$ cat src/rtl/usb_tx_packetizer.sv
`default_nettype none
// ============================================================================
// usb_tx_packetizer : full-speed USB IN/DATA0/ACK serialiser (NRZI, bit stuffing, CRC5/CRC16)
// Rev 1.0
// ============================================================================
module usb_tx_packetizer #(
  parameter int CLKS_PER_BIT = 8
) (
  input  logic        clk,
  input  logic        rst,
  input  logic        tx_start,
  input  logic [1:0]  tx_pkt_type,
  input  logic [6:0]  tx_addr,
  input  logic [3:0]  tx_endp,
  input  logic [63:0] tx_data,
  output logic        d_plus,
  output logic        d_minus,
  output logic        tx_busy,
  output logic        tx_done
);

  localparam int            CW         = $clog2(CLKS_PER_BIT);
  localparam logic [CW-1:0] CNT_MAX    = CW'(CLKS_PER_BIT - 1);
  localparam logic [1:0]    TYPE_IN    = 2'd0;
  localparam logic [1:0]    TYPE_DATA0 = 2'd1;
  localparam logic [1:0]    TYPE_RSVD  = 2'd3;
  localparam logic [7:0]    PID_IN     = 8'h69;
  localparam logic [7:0]    PID_DATA0  = 8'hC3;
  localparam logic [7:0]    PID_ACK    = 8'hD2;

  typedef enum logic [3:0] {
    S_IDLE    = 4'd0,
    S_SYNC    = 4'd1,
    S_PID     = 4'd2,
    S_TOKEN   = 4'd3,
    S_CRC5    = 4'd4,
    S_DATA    = 4'd5,
    S_CRC16   = 4'd6,
    S_EOP_SE0 = 4'd7,
    S_EOP_J   = 4'd8
  } state_t;

  state_t        state_q, state_d;
  logic [5:0]    idx_q, idx_d;
  logic [CW-1:0] cnt_q, cnt_d;
  logic [1:0]    type_q, type_d;
  logic [6:0]    addr_q, addr_d;
  logic [3:0]    endp_q, endp_d;
  logic [63:0]   data_q, data_d;
  logic [4:0]    crc5_q, crc5_d;
  logic [15:0]   crc16_q, crc16_d;
  logic [2:0]    ones_q, ones_d;
  logic          level_q, level_d;
  logic          d_plus_q, d_plus_d;
  logic          d_minus_q, d_minus_d;
  logic          busy_q, busy_d;
  logic          done_q, done_d;

  logic          bit_end;
  logic          stuff_zone;
  logic          stuff;
  logic          emit;
  logic          bit_val;
  logic [7:0]    pid_byte;
  logic [10:0]   token_bits;

  function automatic logic [4:0] crc5_step(input logic [4:0] c, input logic b);
    logic fb;
    fb = b ^ c[4];
    return {c[3:0], 1'b0} ^ (fb ? 5'h05 : 5'h00);
  endfunction

  function automatic logic [15:0] crc16_step(input logic [15:0] c, input logic b);
    logic fb;
    fb = b ^ c[15];
    return {c[14:0], 1'b0} ^ (fb ? 16'h8005 : 16'h0000);
  endfunction

  always_comb begin
    case (type_q)
      TYPE_IN:    pid_byte = PID_IN;
      TYPE_DATA0: pid_byte = PID_DATA0;
      default:    pid_byte = PID_ACK;
    endcase
  end

  assign token_bits = {endp_q, addr_q};
  assign bit_end    = (cnt_q == CNT_MAX);
  assign stuff_zone = (state_q == S_SYNC)  || (state_q == S_PID)  || (state_q == S_TOKEN) ||
                      (state_q == S_CRC5)  || (state_q == S_DATA) || (state_q == S_CRC16);

  always_comb begin
    state_d   = state_q;
    idx_d     = idx_q;
    cnt_d     = cnt_q;
    type_d    = type_q;
    addr_d    = addr_q;
    endp_d    = endp_q;
    data_d    = data_q;
    crc5_d    = crc5_q;
    crc16_d   = crc16_q;
    ones_d    = ones_q;
    level_d   = level_q;
    d_plus_d  = d_plus_q;
    d_minus_d = d_minus_q;
    busy_d    = busy_q;
    done_d    = 1'b0;
    stuff     = 1'b0;
    emit      = 1'b0;
    bit_val   = 1'b0;

    if (state_q == S_IDLE) begin
      cnt_d     = '0;
      idx_d     = '0;
      ones_d    = '0;
      level_d   = 1'b1;
      d_plus_d  = 1'b1;
      d_minus_d = 1'b0;
      if (tx_start && (tx_pkt_type != TYPE_RSVD)) begin
        state_d = S_SYNC;
        type_d  = tx_pkt_type;
        addr_d  = tx_addr;
        endp_d  = tx_endp;
        data_d  = tx_data;
        crc5_d  = 5'h1F;
        crc16_d = 16'hFFFF;
        busy_d  = 1'b1;
        emit    = 1'b1;
      end
    end else begin
      cnt_d = bit_end ? '0 : cnt_q + CW'(1);
      if (bit_end) begin
        // A stuffed bit holds position: idx/state/CRC stay on the last real bit.
        if (stuff_zone && (ones_q == 3'd6)) begin
          stuff = 1'b1;
        end else begin
          idx_d = idx_q + 6'd1;
          case (state_q)
            S_SYNC:    if (idx_q == 6'd7) begin state_d = S_PID; idx_d = '0; end
            S_PID: begin
              if (idx_q == 6'd7) begin
                idx_d = '0;
                case (type_q)
                  TYPE_IN:    state_d = S_TOKEN;
                  TYPE_DATA0: state_d = S_DATA;
                  default:    state_d = S_EOP_SE0;
                endcase
              end
            end
            S_TOKEN:   if (idx_q == 6'd10) begin state_d = S_CRC5;    idx_d = '0; end
            S_CRC5:    if (idx_q == 6'd4)  begin state_d = S_EOP_SE0; idx_d = '0; end
            S_DATA:    if (idx_q == 6'd63) begin state_d = S_CRC16;   idx_d = '0; end
            S_CRC16:   if (idx_q == 6'd15) begin state_d = S_EOP_SE0; idx_d = '0; end
            S_EOP_SE0: if (idx_q == 6'd1)  begin state_d = S_EOP_J;   idx_d = '0; end
            S_EOP_J: begin
              state_d = S_IDLE;
              idx_d   = '0;
              busy_d  = 1'b0;
              done_d  = 1'b1;
            end
            default:   state_d = S_IDLE;
          endcase

          case (state_d)
            S_EOP_SE0: begin
              ones_d    = '0;
              d_plus_d  = 1'b0;
              d_minus_d = 1'b0;
            end
            S_EOP_J, S_IDLE: begin
              level_d   = 1'b1;
              d_plus_d  = 1'b1;
              d_minus_d = 1'b0;
            end
            default: emit = 1'b1;
          endcase
        end
      end
    end

    // Bit value of the new line position; CRC registers are already final by the CRC fields.
    case (state_d)
      S_SYNC:  bit_val = (idx_d[2:0] == 3'd7);
      S_PID:   bit_val = pid_byte[idx_d[2:0]];
      S_TOKEN: bit_val = token_bits[idx_d[3:0]];
      S_CRC5:  bit_val = ~crc5_q[3'd4 - idx_d[2:0]];
      S_DATA:  bit_val = data_q[idx_d];
      S_CRC16: bit_val = ~crc16_q[4'd15 - idx_d[3:0]];
      default: bit_val = 1'b0;
    endcase

    if (stuff) begin
      level_d = ~level_q;
      ones_d  = '0;
    end else if (emit) begin
      level_d = bit_val ? level_q : ~level_q;
      ones_d  = bit_val ? ones_q + 3'd1 : 3'd0;
      if (state_d == S_TOKEN) crc5_d  = crc5_step(crc5_q, bit_val);
      if (state_d == S_DATA)  crc16_d = crc16_step(crc16_q, bit_val);
    end

    if (stuff || emit) begin
      d_plus_d  = level_d;
      d_minus_d = ~level_d;
    end
  end

  always_ff @(posedge clk or posedge rst) begin
    if (rst) begin
      state_q   <= S_IDLE;
      idx_q     <= '0;
      cnt_q     <= '0;
      type_q    <= '0;
      addr_q    <= '0;
      endp_q    <= '0;
      data_q    <= '0;
      crc5_q    <= '0;
      crc16_q   <= '0;
      ones_q    <= '0;
      level_q   <= 1'b1;
      d_plus_q  <= 1'b1;
      d_minus_q <= 1'b0;
      busy_q    <= 1'b0;
      done_q    <= 1'b0;
    end else begin
      state_q   <= state_d;
      idx_q     <= idx_d;
      cnt_q     <= cnt_d;
      type_q    <= type_d;
      addr_q    <= addr_d;
      endp_q    <= endp_d;
      data_q    <= data_d;
      crc5_q    <= crc5_d;
      crc16_q   <= crc16_d;
      ones_q    <= ones_d;
      level_q   <= level_d;
      d_plus_q  <= d_plus_d;
      d_minus_q <= d_minus_d;
      busy_q    <= busy_d;
      done_q    <= done_d;
    end
  end

  assign d_plus  = d_plus_q;
  assign d_minus = d_minus_q;
  assign tx_busy = busy_q;
  assign tx_done = done_q;

endmodule
`default_nettype wire

$ cat config.mk
export PLATFORM = sky130hd
export DESIGN_NAME = usb_tx_packetizer
export DESIGN_NICKNAME = d
export VERILOG_FILES = /design/src/rtl/usb_tx_packetizer.sv
export SDC_FILE = /design/constraint.sdc
export NUM_CORES = 1
export LEC_CHECK = 0
export ABC_AREA = 1
export CAP_MARGIN = 20
export CORE_MARGIN = 2
export CORE_UTILIZATION = 56
export CTS_CLUSTER_SIZE = 40
export DETAILED_ROUTE_END_ITERATION = 8
export PLACE_DENSITY_LB_ADDON = 0.25
export RECOVER_POWER = 25
export SYNTH_ARGS = -nofsm -noshare
export SYNTH_HDL_FRONTEND = slang
export SYNTH_SLANG_ARGS = --single-unit
$ cat constraint.sdc
create_clock -name clk -period 4.8 [get_ports clk]
set_input_delay 0.96 -clock clk [delete_from_list [all_inputs] [get_ports clk]]
set_output_delay 0.96 -clock clk [all_outputs]
set_load 0.01 [all_outputs]
; After elaboration in Yosys (flattened, before gate mapping)
; Index checks and enable logic that the tools add are counted.
[classes]
muxes = 93
n_eq_ne = 31
bitwise_logic = 8
n_lt_le_gt_ge = 5
n_addsub = 5
n_reduce_logical = 26
[ops]
columns = op, count
row1 = 2-to-1 mux 16 bit, 6
row2 = 2-to-1 mux 4 bit, 14
row3 = 2-to-1 mux 6 bit, 9
row4 = one-hot mux 6 bit (7 select lines), 1
row5 = 2-to-1 mux 1 bit, 38
row6 = "equality test 4 x 3 -> 1 bit, second input constant", 8
row7 = 2-to-1 mux 3 bit, 10
row8 = one-hot mux 4 bit (7 select lines), 1
row9 = 2-to-1 mux 5 bit, 5
row10 = "equality test 4 x 2 -> 1 bit, second input constant", 4
row11 = one-hot mux 8 bit (2 select lines), 1
row12 = bitwise XOR 16 bit, 1
row13 = "equality test 6 x 3 -> 1 bit, second input constant", 2
row14 = "equality test 6 x 4 -> 1 bit, second input constant", 2
row15 = nonzero test 4 bit, 3
row16 = "< comparator 4 x 5 -> 1 bit, second input constant", 2
row17 = "equality test 3 bit, second input constant", 3
row18 = AND reduction 3 bit, 3
row19 = binary-select mux 1 bit (select 4 bit), 2
row20 = "equality test 4 x 1 -> 1 bit, second input constant", 2
row21 = "equality test 4 bit, second input constant", 2
row22 = zero test 4 bit, 2
row23 = "< comparator 3 x 4 -> 1 bit, second input constant", 2
row24 = "< comparator 6 x 7 -> 1 bit, second input constant", 1
row25 = 28 further kinds, 44
[word_totals]
in_bits = 80
reg_bits = 119
out_inout_bits = 4
wordCells = 183

; Logic depth before layout (Yosys ltp)
; Gate-level depths: netlist (run 1).
[logic_depth]
depth_word = 21
depth_mapped = 29
ltp_nobuf = 29

; Worst setup path before layout (run 1)
; OpenSTA, ideal clock, no wires.
[synth_path]
path_type = register -> register
startpoint = register idx_q[0]
endpoint = register crc16_q[2]
period_less_slack_ns = 3.067
required_ns = 4.687
path_buffers = 1
arrival_ns = 2.954
stages_incl_launch_ff = 29
setup_ns = 0.113
setup_slack_ns = 1.733
path_cell_list = dfrtp_1 > ha_1 > nand2_1 > nor2_1 > nand2_1 > nand2_1 > nand2_1 > nor2_1 > nand2_2 > nand2_1 > a21oi_4 > buf_4 > ha_1 > inv_1 > nand3_1 > nor2_1 > nor2_1 > nand2_1 > nand2_1 > nor2_1 > nand2_1 > nor2_4 > nand2_2 > nand2_2 > nand2_1 > nand2_1 > nand3_1 > nand2_1 > inv_1
[synth_between]
elab_chain_cells = 17
word_cells_on_any_way = 67
cone_classes = add/sub: 3 / eq/ne: 15 / mux: 43 / bitwise: 4 / reduce/logical: 2
[synth_lines]
columns = item, line
row1 = start: declaration, 44  ; logic [5:0] idx_q, idx_d;
row2 = start signal: assignment, 227  ; idx_q <= idx_d;
row3 = "adder 6 x 1 -> 6 bit, or another cell as far along", 137  ; idx_d = idx_q + 6'd1;
row4 = "2-to-1 mux 6 bit, or another cell as far along", 154  ; S_EOP_SE0: if (idx_q == 6'd1) begin state_d = S_EOP_J; idx_d = '0; end
row5 = one-hot mux 6 bit (7 select lines) (*), 138  ; case (state_q)
row6 = 2-to-1 mux 6 bit (*), 134  ; if (stuff_zone && (ones_q == 3'd6)) begin
row7 = 2-to-1 mux 6 bit (*), 132  ; if (bit_end) begin
row8 = 2-to-1 mux 6 bit (*), 112  ; if (state_q == S_IDLE) begin
row9 = named net idx_d[1], 44
row10 = subtractor 4 bit or subtractor 3 bit (tied branches), "188, 186"
row11 = [... 3 more ...], n/a
row12 = one-hot mux 1 bit (6 select lines) (*), 182  ; case (state_d)
row13 = bitwise XOR 1 bit (*), 75  ; fb = b ^ c[15];
row14 = 2-to-1 mux 16 bit (*), 76  ; return {c[14:0], 1'b0} ^ (fb ? 16'h8005 : 16'h0000);
row15 = bitwise XOR 16 bit (*), 76
row16 = 2-to-1 mux 16 bit (*), 199  ; if (state_d == S_DATA) crc16_d = crc16_step(crc16_q, bit_val);
row17 = 2-to-1 mux 16 bit (*), 195  ; end else if (emit) begin
row18 = 2-to-1 mux 16 bit (*), 192  ; if (stuff) begin
row19 = named net crc16_d[2], 51  ; logic [15:0] crc16_q, crc16_d;
row20 = end signal: assignment, 234  ; crc16_q <= crc16_d;
row21 = end: declaration, 51
; Mark *: on every way through the listed nets, which the timed path passes. The rest lies on a longest branch. The select of a mux whose other input is x is not followed.
; A chain may end at the register's enable or synchronous reset.

; Final worst setup path (run 1)
[layout_path]
startpoint = register idx_q[0]
endpoint = register d_plus_q (netlist: d_plus)
[layout_between]
elab_chain_cells = 15
word_cells_on_any_way = 79
cone_classes = add/sub: 3 / eq/ne: 16 / mux: 51 / bitwise: 2 / reduce/logical: 7
[layout_lines]
columns = item, line
row1 = "adder 6 x 1 -> 6 bit, or another cell as far along", 137
row2 = "2-to-1 mux 6 bit, or another cell as far along", 154
row3 = one-hot mux 6 bit (7 select lines), 138
row4 = 2-to-1 mux 6 bit, 134
row5 = 2-to-1 mux 6 bit (*), 132
row6 = 2-to-1 mux 6 bit (*), 112
row7 = named net idx_d[0], 44
row8 = subtractor 4 bit or subtractor 3 bit (tied branches), "188, 186"
row9 = binary-select mux 1 bit (select 4 bit) or binary-select mux 1 bit (select 3 bit) (tied branches), "188, 186"
row10 = 2-to-1 mux 1 bit (on tied branches), "188, 186"
row11 = NOT 1 bit (on tied branches), "188, 186"
row12 = one-hot mux 1 bit (6 select lines) (*), 182
row13 = 2-to-1 mux 1 bit (*), 196  ; level_d = bit_val ? level_q : ~level_q;
row14 = 2-to-1 mux 1 bit (*), 195
row15 = 2-to-1 mux 1 bit (*), 192
row16 = 2-to-1 mux 1 bit (*), 202  ; if (stuff || emit) begin
row17 = end signal: assignment, 237  ; d_plus_q <= d_plus_d;
row18 = end: declaration, 54  ; logic d_plus_q, d_plus_d;
; Marks and branches as above.

==> results of run 1 <==
## registers in the layout, indices dropped and copies added (netlist names), 2 cells and up
signal and flops:
state_q 4, crc5_q 5, addr_q 7, endp_q 4, idx_q 6, data_q 64, crc16_q 16, ones_q 3
cnt_q 3, type_q 2
## kinds of logic after synthesis
group	after synthesis	synth area share, %
simple gates	467	31.29
xor+xnor	3	0.4010
flops	119	45.48
compound gates	120	10.33
fa+ha+maj	10	1.909
buf+inv	168	10.60
## layout make-up
| cell class | count | area share, % |
|---|---|---|
| Sequential cell | 119 | 37.32 |
| Clock inverter | 6 | 0.8461 |
| Inverter | 132 | 6.236 |
| Clock buffer | 25 | 6.205 |
| Multi-Input combinational cell | 600 | 36.05 |
| Tap cell | 143 | 2.241 |
| Timing Repair Buffer | 87 | 11.09 |
## routing by layer
layer	vias to the layer above	part of all wire, %
met1	2754	46
met2	188	47
li1	2962	-
met3	21	5.7
met4	0	1.8
met5	-	0
## worst max-delay path by stage
stage | startpoint | to | slack (ns) | cells past startpoint
final | idx_q[0]$_DFF_PP0_ | d_plus$_DFFE_PP1P_ | 0.76 | 29
after global routing | idx_q[0]$_DFF_PP0_ | crc16_q[0]$_DFF_PP0_ | 0.30 | 27
after CTS | idx_q[0]$_DFF_PP0_ | crc16_q[2]$_DFF_PP0_ | 0.81 | 29
after detailed placement | idx_q[0]$_DFF_PP0_ | crc16_q[2]$_DFF_PP0_ | 0.81 | 29
after global placement | idx_q[0]$_DFF_PP0_ | crc16_q[2]$_DFF_PP0_ | 1.01 | 29
after floorplan | rst | addr_q[0]$_DFFE_PP0P_ | 0.69 | 1
## stage by stage
stage / util (%) / hold slack [ns]
floorplan: - / 0.4099
global placement: 65.01 / 0.4297
detailed placement: 65.01 / 0.4319
CTS: 69.94 / 0.4382
global route: 69.93 / 0.4845
finish: 69.93 / 0.4348
## cells in the final DEF, fill, tap and decap left out, types with 2 or more instances in the layout
cell               n
nor2_1            56
clkbuf_8           4
inv_2              8
o21ai_1            5
ha_1              10
clkinv_2           2
xor2_1             2
o211ai_1           5
o22ai_1           18
dfrtp_1          117
nand2_1          242
nor3_1             7
dfstp_2            2
nand2_4            4
or2_2              2
clkbuf_1           4
nand3_1          138
o21ai_2            2
a21oi_2            2
a21oi_1           12
clkdlybuf4s50_1   82
nand4_1            2
clkinvlp_4         2
inv_1            122
clkbuf_16         17
buf_12             2
buf_4              2
nor2_4             3
nand2_2            9
o21ai_0           71
clkinv_4           2
## power groups by stage
stage	logic (mW)	registers, mW	clock network [mW]
2_1_floorplan	0.103	1.11	0
3_3_place_gp	0.196	1.11	0
3_5_place_dp	0.199	1.11	0
4_1_cts	0.203	1.10	1.21
5_1_grt	0.227	1.11	1.26
6_report	0.200	1.10	1.20
## critical path, delay by kind of cell, from the launching register on
kind	cells	cell delay [ns]
simple gates	25	2.64
fa+ha+maj	2	0.57
flops	1	0.46
buf+inv	2	0.24
==> reports/qor.yml, run 1 <==
p_sw_uw: 565.6
grt_max_degree: 113
end_kind: "flip-flop"
peakVddDrop_mv: 0.3360
yosys.area.top_type: "dfrtp_1"
slowest_delay_ns: 0.46
fmax_mhz: 247.7
clock_sinks: 119
placed_area_sq_mm: 0.007423
dieArea_sq_mm: 0.01258
crit_slowest_cell: "dfrtp_1"
viasPerCell: 5.328
rsz0062_at_grt: "false"
power.density_mw_per_mm2: 313.3
finalSetupViolations: 0
synth_area_leaders: "dfrtp_1 45%, nand2_1 14%, nand3_1 11%"
synth-seq-area-share_pct: 45.48
hold_violations: 0
root_buffer: "clkbuf_16"
crit_type: "flip-flop to flip-flop"
finalMaxSlewViolations: 57
n_antenna_cell: 0
io_buffers: 83
finClkSkew_ns: 0.008132
path_clk_slew_ns: 0.05
worst_slack_ns: 0.7626
grt_usage_pct: 27.02
min_period_over_period_pct: 84.11
ys_ff_latch: 119
ios: 84
fin_tns_setup_ns: 0
area_growth_pct: 21.84
rows: 39
antenna_found_initial: 0
design.core.area_sq_mm: 0.01142
crit_fanout: 46
drc: 0
worst_ep_required_time_ns: 5.15
floorplan.initialDensity_pct: 57.40
tightest_slew_ns: 2.577
dp.cells: 1081
drt_first_iter_violations: 535
dr_total_vias: 5925
mappedNetlistNets: 977
combinationalPowerShare_pct: 8.0
fillers: 926
cts_setup_buffers: 0
regToRegEndpoint: "d_plus$_DFFE_PP1P_"
cts_resized: 0
drv_cap: 1
drt-total-wl_mm: 15.99
violations: "capacitance limit, slew limit"
overflow: 0
r2r_cells: 29
p_int_mw: 1.936
grt-busiest-layer: "met2"
die_y_um: 112.2
die_width_um: 112.2
slew_headroom_pct: -72.75
min_from: "cnt_q[0]$_DFF_PP0_"
ys.flop_type: "dfrtp_1"
dpl.hpwl_mm: 10.85
worstPathArrival_ns: 4.38
clockPowerShare_pct: 48.0
grt.met3_usage_pct: 6.371
whs_path_depth: 1
use_met2_pct: 43.05
regToRegStartpoint: "idx_q[0]$_DFF_PP0_"
htreeDepth: 4
cts_hold_buf: 0
preCtsSetupSlack_ns: 0.8144
finalNetCount: 1047
register_area_sq_mm: 0.002980
avgSynthCellArea_sq_um: 7.389
synth_commonest_cells: "242 x nand2_1, 138 x nand3_1, 124 x inv_1"
grt_first_pass_wirelength_mm: 27.26
gp_congestion: 0.9000
synth.most_common_cell: "nand2_1"
leakagePower_nw: 3.950
final_design_area_no_fill_sq_mm: 0.007985
cts_tree: "built"
worstHoldPathType: "flip-flop to flip-flop"
p_seq_share_pct: 44.0
run_status: "finished with violations"
synthCells: 887
wire_per_inst_um: 14.38
drtAntennaViolNets: 0
rrSetupSlack_ns: 0.76
multi_input_area_sq_mm: 0.002879
yosysWarningCount: 0
syn_area_sq_mm: 0.006554
drive_gt1_share_pct: 7.327
total_power_mw: 2.502
cts.path.max_buffers: 2
synth-edff-count: 0
stdcell_count: 1112
drtPass1Iterations: 5
insertion_delay_ns: 0.42
synthDominantCellAreaShare_pct: 44.67
async_reset_ff_share_pct: 100.0
cts_buffers: 17
swShare_pct: 22.61
critPathLaunchType: "flip-flop"
critPathMostFrequentCell: "nand2_1"
use_met1_pct: 36.63
grt_pass1_vias: 5762
period_minus_slack_ns: 4.037
yosysUniqueCellTypes: 37
hold_end: "cnt_q[0]$_DFF_PP0_"
No activity file was read; power rests on OpenSTA's default activity.
==> run 2, diff against run 1 <==
--- a/config.mk
+++ b/config.mk
@@ -8,7 +8,7 @@
 export ABC_AREA = 1
 export CAP_MARGIN = 20
 export CORE_MARGIN = 2
-export CORE_UTILIZATION = 56
+export CORE_UTILIZATION = 51
 export CTS_CLUSTER_SIZE = 40
 export DETAILED_ROUTE_END_ITERATION = 8
 export PLACE_DENSITY_LB_ADDON = 0.25
==> constraint.sdc (replaced) <==
create_clock -name clk -period 3.5 [get_ports clk]
set_input_delay 0.7 -clock clk [delete_from_list [all_inputs] [get_ports clk]]
set_output_delay 0.7 -clock clk [all_outputs]
set_load 0.01 [all_outputs]
==> run 2 against run 1 <==
Against the previous run:
- first-iteration DRC count down 0.19%
- clock power is 33% higher
- the flow still finishes with violations (capacitance limit, slew limit)
- cell area grew 2.5%
- clock-buffer cell count shrank 1
- highest routed layer unchanged
- critical path type unchanged
- hold slack lost 0.0079 ns
- wire length up 2.9%
- largest power group unchanged
- flip-flop and latch count unchanged
- sequential share of layout area shrank 0.90 points
- die area is 9.4% higher
- utilization shrank 4.8 points
- critical endpoint is now crc16_q[15]$_DFF_PP0_
==> reports/qor.yml, run 2 (same netlist as run 1, synthesis figures left out) <==
drt_first_iter_violations: 534
dpl.hpwl_mm: 11.36
area_growth_pct: 24.91
antenna_found_initial: 0
fillers: 1102
power.density_mw_per_mm2: 412.1
drv_cap: 1
run_status: "finished with violations"
p_sw_uw: 759.8
p_seq_share_pct: 44.7
cp_cell_sequence: "ha_1, ha_1, nor2_1, inv_1, buf_4, o21ai_0, inv_1, nand3_1, nand3_1, nand2_1, nand2_1, nand3_1, nand2_1, nand2_1, nand3_1, nand2_1, inv_1"
dieArea_sq_mm: 0.01377
drt-total-wl_mm: 16.46
die_y_um: 117.4
drc: 0
r2r_cells: 17
design.core.area_sq_mm: 0.01257
p_int_mw: 2.614
worstHoldPathType: "flip-flop to flip-flop"
viasPerCell: 5.174
cts_tree: "built"
total_power_mw: 3.374
grt_max_degree: 84
min_period_over_period_pct: 92.86
path_clk_slew_ns: 0.05
finalNetCount: 1069
io_buffers: 83
critPathMostFrequentCell: "nand2_1"
end_kind: "flip-flop"
critPathLaunchType: "flip-flop"
grt-busiest-layer: "met2"
fmax_mhz: 307.7
grt.met3_usage_pct: 5.837
path_delay_family: "simple AND/OR/NAND/NOR gates"
clock_sinks: 119
finalSetupViolations: 0
insertion_delay_ns: 0.41
n_antenna_cell: 0
swShare_pct: 22.52
peakVddDrop_mv: 0.2827
crit_fanout: 5
layout_common_cells: "241 x nand2_1, 138 x nand3_1, 120 x inv_1, 116 x dfrtp_1, 82 x clkdlybuf4s50_1"
critical_path_depth: 17
drive_gt1_share_pct: 10.08
final_design_area_no_fill_sq_mm: 0.008187
worst_ep_required_time_ns: 3.81
slew_headroom_pct: -6.107
ios: 84
crit_type: "flip-flop to flip-flop"
violations: "capacitance limit, slew limit"
layout_commonest_cell: "nand2_1"
largest-register: "data_q"
drtPass1Iterations: 5
drtAntennaViolNets: 0
floorplan.initialDensity_pct: 52.15
clockPowerShare_pct: 47.4
tightest_slew_ns: 1.592
cts_hold_buf: 0
cts.path.max_buffers: 2
grt_pass1_vias: 5786
root_buffer: "clkbuf_16"
use_met2_pct: 40.39
rrSetupSlack_ns: 0.25
htreeDepth: 4
grt_usage_pct: 24.76
finClkSkew_ns: 0.007023
whs_path_depth: 1
leakagePower_nw: 4.052
grt_first_pass_wirelength_mm: 27.50
die_width_um: 117.4
rows: 41
hold_violations: 0
worst-path-buf-inv: 4
reg_top3: "data_q x64, crc16_q x16, addr_q x7"
wire_per_inst_um: 14.14
finalMaxSlewViolations: 67
gp_congestion: 0.9951
dr_total_vias: 6022
largest_reg_flops: 64
use_met1_pct: 32.73
crit_slowest_cell: "o21ai_0"
placed_area_sq_mm: 0.007586
worstPathArrival_ns: 3.56
combinationalPowerShare_pct: 8.0
period_minus_slack_ns: 3.250
slowest_delay_ns: 0.62
post-route-util_pct: 65.14
overflow: 0
cts_buffers: 17
[run 2: changes by cell type in the layout (fill, tap and decap cells not counted), sizes merged]
| cell | change |
|---|---|
| buf | +20 |
| clkinv | +2 |
| clkbuf | +1 |
[run 2: through the flow]
step	setup TNS, ns	cells	worst slack (ns)	hold slack [ns]
2_1_floorplan	0	887	0.4330	0.4099
3_3_place_gp	0	1125	0.2843	0.4276
3_5_place_dp	0	1125	0.1191	0.4282
4_1_cts	0	1157	0.1097	0.4348
5_1_grt	-0.01731	1164	-0.01731	0.4642
6_report	0	1164	0.2499	0.4269
[run 2: final timing paths]
path	start	endpoint
worst max-delay path	cnt_q[0]$_DFF_PP0_	crc16_q[15]$_DFF_PP0_
worst max register to register	cnt_q[0]$_DFF_PP0_	crc16_q[15]$_DFF_PP0_
max in group asynchronous	rst	data_q[60]$_DFFE_PP0P_
worst min-delay path	cnt_q[0]$_DFF_PP0_	cnt_q[0]$_DFF_PP0_
min in group asynchronous	rst	data_q[37]$_DFFE_PP0P_
worst min register to register	cnt_q[0]$_DFF_PP0_	cnt_q[0]$_DFF_PP0_
[run 2: cell type report]
cell class	count	area, sq um	area share [%]
Sequential cell	119	2982	36.42
Inverter	132	498.0	6.083
Clock buffer	24	471.7	5.762
Multi-Input combinational cell	600	2894	35.35
Timing Repair Buffer	109	1052	12.85
Tap cell	172	215.2	2.629
Clock inverter	8	73.82	0.9017
[run 2: power by group through the flow]
| stage | combinational (mW) | clock (mW) | sequential (mW) |
|---|---|---|---|
| 3_3_place_gp | 0.267 | 0 | 1.53 |
| 2_1_floorplan | 0.141 | 0 | 1.52 |
| 5_1_grt | 0.308 | 1.68 | 1.52 |
| 6_report | 0.269 | 1.60 | 1.51 |
| 4_1_cts | 0.276 | 1.62 | 1.51 |
| 3_5_place_dp | 0.272 | 0 | 1.53 |
[run 2: routing by layer]
| layer | up-vias | wire length [um] |
|---|---|---|
| met5 | - | 0 |
| met4 | 0 | 243 |
| met3 | 19 | 906 |
| met2 | 196 | 7854 |
| met1 | 2793 | 7456 |
| li1 | 3014 | - |
[run 2: what timing repair did]
action	in CTS	in global routing
buffers inserted	0	7
gates resized for setup	0	9
setup endpoints to repair	0	11
